==> config.mk <==
export PLATFORM = sky130hd
export DESIGN_NAME = video_sprite_motion
export DESIGN_NICKNAME = d
export VERILOG_FILES = /design/src/rtl/video_sprite_motion.sv
export SDC_FILE = /design/constraint.sdc
export NUM_CORES = 1
export LEC_CHECK = 0
export BUFFER_PORTS_ARGS = -buffer_cell sky130_fd_sc_hd__buf_2
export CAP_MARGIN = 20
export CORE_MARGIN = 1
export CORE_UTILIZATION = 50
export CTS_CLUSTER_DIAMETER = 200
export DETAILED_ROUTE_END_ITERATION = 10
export GPL_TIMING_DRIVEN = 0
export PLACE_DENSITY = 0.76
export SKIP_CTS_REPAIR_TIMING = 1
export SLEW_MARGIN = 40
export SYNTH_ARGS = -nofsm -noshare
export SYNTH_HDL_FRONTEND = slang
export SYNTH_SLANG_ARGS = --single-unit
==> constraint.sdc <==
create_clock -name clk -period 10.49 [get_ports clk]
set_clock_uncertainty 0.1 [all_clocks]
set_input_delay 0.5245 -clock clk [delete_from_list [all_inputs] [get_ports clk]]
set_output_delay 0.5245 -clock clk [all_outputs]
set_load 0.1 [all_outputs]
==> src/rtl/video_sprite_motion.sv <==
// Per-frame sprite origin controller: applies a signed velocity once per frame
// during vertical blanking, bouncing or wrapping at the display edges.
`ifndef H_SIZE
`define H_SIZE 10
`endif
`ifndef V_SIZE
`define V_SIZE 10
`endif

module video_sprite_motion #(
  parameter int H_DISPLAY    = 640,
  parameter int V_DISPLAY    = 480,
  parameter int SPRITE_HSIZE = 32,
  parameter int SPRITE_VSIZE = 32
) (
  input  logic              clk,
  input  logic              rst,
  input  logic              cfg_we,
  input  logic [1:0]        cfg_addr,
  input  logic [31:0]       cfg_wdata,
  input  logic [`H_SIZE-1:0] xx,
  input  logic [`V_SIZE-1:0] yy,
  output logic [31:0]       x0,
  output logic [31:0]       y0,
  output logic              step,
  output logic              hit
);
  localparam int HW = `H_SIZE;
  localparam int VW = `V_SIZE;
  localparam int AW = ((HW > VW) ? HW : VW) + 2;

  localparam logic signed [AW-1:0] XDISP = AW'(H_DISPLAY);
  localparam logic signed [AW-1:0] YDISP = AW'(V_DISPLAY);
  localparam logic signed [AW-1:0] XMAX  = AW'(H_DISPLAY - SPRITE_HSIZE);
  localparam logic signed [AW-1:0] YMAX  = AW'(V_DISPLAY - SPRITE_VSIZE);

  typedef enum logic [1:0] {IDLE, WAIT, CALC} state_t;

  state_t         state_q, state_d;
  logic [1:0]     ctrl_q, ctrl_d;
  logic [23:0]    vel_q, vel_d;
  logic [7:0]     div_cnt_q, div_cnt_d;
  logic [HW-1:0]  x_q, x_d;
  logic [VW-1:0]  y_q, y_d;

  logic                 tick;
  logic signed [AW-1:0] nx, ny;
  logic [7:0]           ndx, ndy;
  logic                 hx, hy;
  logic                 unused_bits;

  // One axis of motion; the window is widened so the raw sum can go negative
  // or past the display edge before it is clamped or wrapped.
  function automatic void axis_step(
    input  logic [AW-1:0]        pos,
    input  logic [7:0]           v,
    input  logic                 wrap,
    input  logic signed [AW-1:0] disp,
    input  logic signed [AW-1:0] pmax,
    output logic signed [AW-1:0] np,
    output logic [7:0]           nv,
    output logic                 h
  );
    logic signed [AW-1:0] sum;
    logic [7:0]           vneg;
    sum  = $signed(pos) + $signed({{(AW-8){v[7]}}, v});
    vneg = (v == 8'h80) ? 8'h7F : 8'(-v);
    np   = sum;
    nv   = v;
    h    = 1'b0;
    if (wrap) begin
      if (sum < 0) begin
        np = sum + disp;
        h  = 1'b1;
      end else if (sum >= disp) begin
        np = sum - disp;
        h  = 1'b1;
      end
    end else begin
      if (sum < 0) begin
        np = '0;
        nv = vneg;
        h  = 1'b1;
      end else if (sum > pmax) begin
        np = pmax;
        nv = vneg;
        h  = 1'b1;
      end
    end
  endfunction

  assign tick = (xx == '0) && (yy == VW'(V_DISPLAY));

  always_comb begin
    axis_step(AW'(x_q), vel_q[7:0],  ctrl_q[1], XDISP, XMAX, nx, ndx, hx);
    axis_step(AW'(y_q), vel_q[15:8], ctrl_q[1], YDISP, YMAX, ny, ndy, hy);
  end

  always_comb begin
    state_d   = state_q;
    ctrl_d    = ctrl_q;
    vel_d     = vel_q;
    div_cnt_d = div_cnt_q;
    x_d       = x_q;
    y_d       = y_q;

    case (state_q)
      IDLE: if (ctrl_q[0]) state_d = WAIT;
      WAIT: begin
        if (!ctrl_q[0]) begin
          state_d = IDLE;
        end else if (tick) begin
          if (div_cnt_q == vel_q[23:16]) begin
            div_cnt_d = '0;
            state_d   = CALC;
          end else begin
            div_cnt_d = div_cnt_q + 8'd1;
          end
        end
      end
      CALC: begin
        state_d      = WAIT;
        x_d          = nx[HW-1:0];
        y_d          = ny[VW-1:0];
        vel_d[7:0]   = ndx;
        vel_d[15:8]  = ndy;
      end
      default: state_d = IDLE;
    endcase

    // Host writes land after the motion update so they win in the CALC cycle.
    if (cfg_we) begin
      case (cfg_addr)
        2'd0: ctrl_d = cfg_wdata[1:0];
        2'd1: x_d    = cfg_wdata[HW-1:0];
        2'd2: y_d    = cfg_wdata[VW-1:0];
        2'd3: begin
          vel_d = cfg_wdata[23:0];
          if (cfg_wdata[23:16] != vel_q[23:16]) div_cnt_d = '0;
        end
        default: ;
      endcase
    end
  end

  always_ff @(posedge clk) begin
    if (!rst) begin
      state_q   <= IDLE;
      ctrl_q    <= '0;
      vel_q     <= '0;
      div_cnt_q <= '0;
      x_q       <= '0;
      y_q       <= '0;
    end else begin
      state_q   <= state_d;
      ctrl_q    <= ctrl_d;
      vel_q     <= vel_d;
      div_cnt_q <= div_cnt_d;
      x_q       <= x_d;
      y_q       <= y_d;
    end
  end

  assign x0   = {{(32-HW){1'b0}}, x_q};
  assign y0   = {{(32-VW){1'b0}}, y_q};
  assign step = (state_q == CALC) && rst;
  assign hit  = step && (hx || hy);

  assign unused_bits = ^{cfg_wdata[31:24], nx[AW-1:HW], ny[AW-1:VW]};
endmodule

==> metrics <==
final non-filler cell total=896; PwrDens=110 nW/um2; post-synthesis cell type count=81; crit share post-route=0.498; relative slew slack=0.465; Leak Pwr=0.00254 uW; count leader, synth=dfxtp_1; Final #Nets=854; cell taking the most area after synthesis=dfxtp_1; vias per inst=5.75; root buffer cell=clkbuf_8; DRC Markers=0; Post-Syn Area=4950 um2; sequential area share after synthesis=0.226; number of global-route vias before repair=4800; First-pass DRT Iterations=5; ys async rst share=0; vias=5156; DP HPWL=11100 um; Commonest cells post-synth=dfxtp_1, nand2_1, nor2_1; CTS tree=yes; die extent in y=101 um; Max Fclk=191 MHz; slowest CP cell=or4_1; Tmin final=5230 ps; CP endpoint kind=output port; Worst VDD drop=0.0000595 V; post-placement cell count=888; number of CTS-inserted buffers=5; Boundary Pins=123; CTS HTree Levels=2; Worst Path Required=9870 ps; CP arrival=4600 ps; combined flip-flop and latch cell area=1120 um2; number of filler cells placed in the layout=912; Post-synth EDFFs=0; Die X=101 um; Synth Instances=646; total of max-cap violations=0; grt total ovfl=0; post-route ant nets=0; share of cells above drive strength 1=0.184; Max Buffers Root-to-Sink=2; ranking of synthesized cells by area=dfxtp_1, ha_1, buf_4; first-pass GRT wire length=22200 um; Port Buf Inserts=70; initial antenna violation count=0; final hold violation count=0; Ys Warns=0; Setup TNS=0 ps; Row Count=35; CP cell instances=ha_1 -> inv_1 -> fa_1 -> nand2b_1 -> a21oi_2 -> o22a_2 -> xnor2_1 -> ha_1 -> nand3_1 -> or4_1 -> o22ai_1 -> o21ai_1 -> mux2_2 -> o31a_1 -> buf_2; prevailing post-synth register cell=dfxtp_1; synth-to-layout area growth=15.8%; CP max FO=6; CTS clk-pin slew, worst paths=100 ps; HP Class=input pin to flip-flop; RSZ-0062 raised after global routing=false; Final Max Tran Viols=0; pin count of the biggest net entering global routing=18; setup violators final=0; Sink Count=56; CP dominant cell by count=ha_1; synthesized area per cell=7.66 um2; Yosys reg bits=56; die area=10300 um2; Starting Density=0.526; Ant. Diodes=0; Buf/Inv on CP=2; gp weighted congestion=0.890; crit path kind=flip-flop to output port; crit start category=flip-flop; top-area cell type share of the netlist area=0.226; GRT Overall Usage=0.271; wire per inst=15.3 um; area of the multi-input gates=3460 um2; Total Wirelength=13700 um; pin slew with the least headroom to its limit=796 ps; Iter 0 DRT Violations=320; outcome=completed; max incr delay on CP=530 ps; Core Area=9420 um2; worst skew pair latency=310 ps; Worst path top cell family by delay=compound AO/OA/AOI/OAI gates
## worst reg2reg max path, cell delays in order (launching register included)
cell and delay [ps]:
dfxtp_1 410, ha_1 220, inv_1 60, fa_1 400, nand2b_1 200, a21oi_2 200
o22a_2 240, xnor2_1 270, ha_1 330, nand3_1 90, or4_1 530, o22ai_1 260
o211a_4 270, o21ai_0 180, a2bb2oi_1 210, a21oi_1 160
## final timing paths
path / slack, ps / startpoint / endpoint / depth (start not counted)
setup / recovery: 5260 / vel_q[0]$_SDFF_PN0_ / hit / 15
hold / removal: 360 / cfg_wdata[18] / vel_q[18]$_SDFFE_PN0P_ / 3
setup reg to reg: 6300 / vel_q[0]$_SDFF_PN0_ / x_q[1]$_SDFF_PN0_ / 15
hold reg to reg: 410 / vel_q[18]$_SDFFE_PN0P_ / vel_q[18]$_SDFFE_PN0P_ / 2
## cell families after synthesis
group | share of synthesized area
other cells | 0.000758
fa+ha+maj | 0.0814
simple gates | 0.234
compound gates | 0.272
buf+inv | 0.106
mux | 0.0104
flops | 0.226
xor+xnor | 0.0688
## flip-flops by register name, indices dropped and copies added (netlist names)
name	count
div_cnt_q	8
x_q	10
vel_q	24
y_q	10
state_q	2
ctrl_q	2
## cells in the final DEF, fill, tap and decap left out, types with 7 or more instances in the layout
cell / instances
o21ai_0: 49
and3_1: 7
nand3_1: 16
xnor2_1: 20
nor4_1: 8
nor3_1: 14
nand4_1: 7
a21oi_1: 43
buf_4: 44
a31oi_1: 13
dfxtp_1: 56
buf_2: 71
ha_1: 29
inv_1: 26
nand2_1: 52
nand2b_1: 7
o211ai_1: 7
a21o_1: 8
xor2_1: 17
clkbuf_1: 20
nor2_1: 52
a2bb2oi_1: 8
o21a_1: 8
or3_1: 17
conb_1: 44
## layer usage
metal  vias up  share of wire  wire (um)  global-route usage
met5         -              0          0                   0
met4         0          0.021        284              0.0836
met3        31          0.079       1080              0.0469
met2       244           0.47       6450               0.477
met1      2353           0.43       5880               0.336
li1       2528              -          -                   -
## cell type report
cell class | count | share of cell area
Multi-Input combinational cell | 539 | 0.604
Tap cell | 129 | 0.0281
Sequential cell | 56 | 0.196
Inverter | 27 | 0.0177
Clock inverter | 2 | 0.00676
Buffer | 67 | 0.0742
Clock buffer | 6 | 0.0127
Timing Repair Buffer | 70 | 0.0611
## report_power, final
part / switching (uW) / total [uW] / internal, uW
clock network: 75.1 / 147 / 72.3
registers: 11.1 / 232 / 221
logic: 178 / 250 / 71.9
total: 265 / 630 / 365
## through the flow
step	hold slack, ps	worst slack [ps]	total power [uW]	area [um2]	utilization
floorplan	373	5400	440	5110	-
global placement	386	5710	479	5620	0.597
detailed placement	394	5680	483	5620	0.597
CTS	351	5290	628	5730	0.609
global route	354	5040	658	5730	0.609
finish	360	5260	630	5730	0.609
Power figures use the tool's default switching activity.
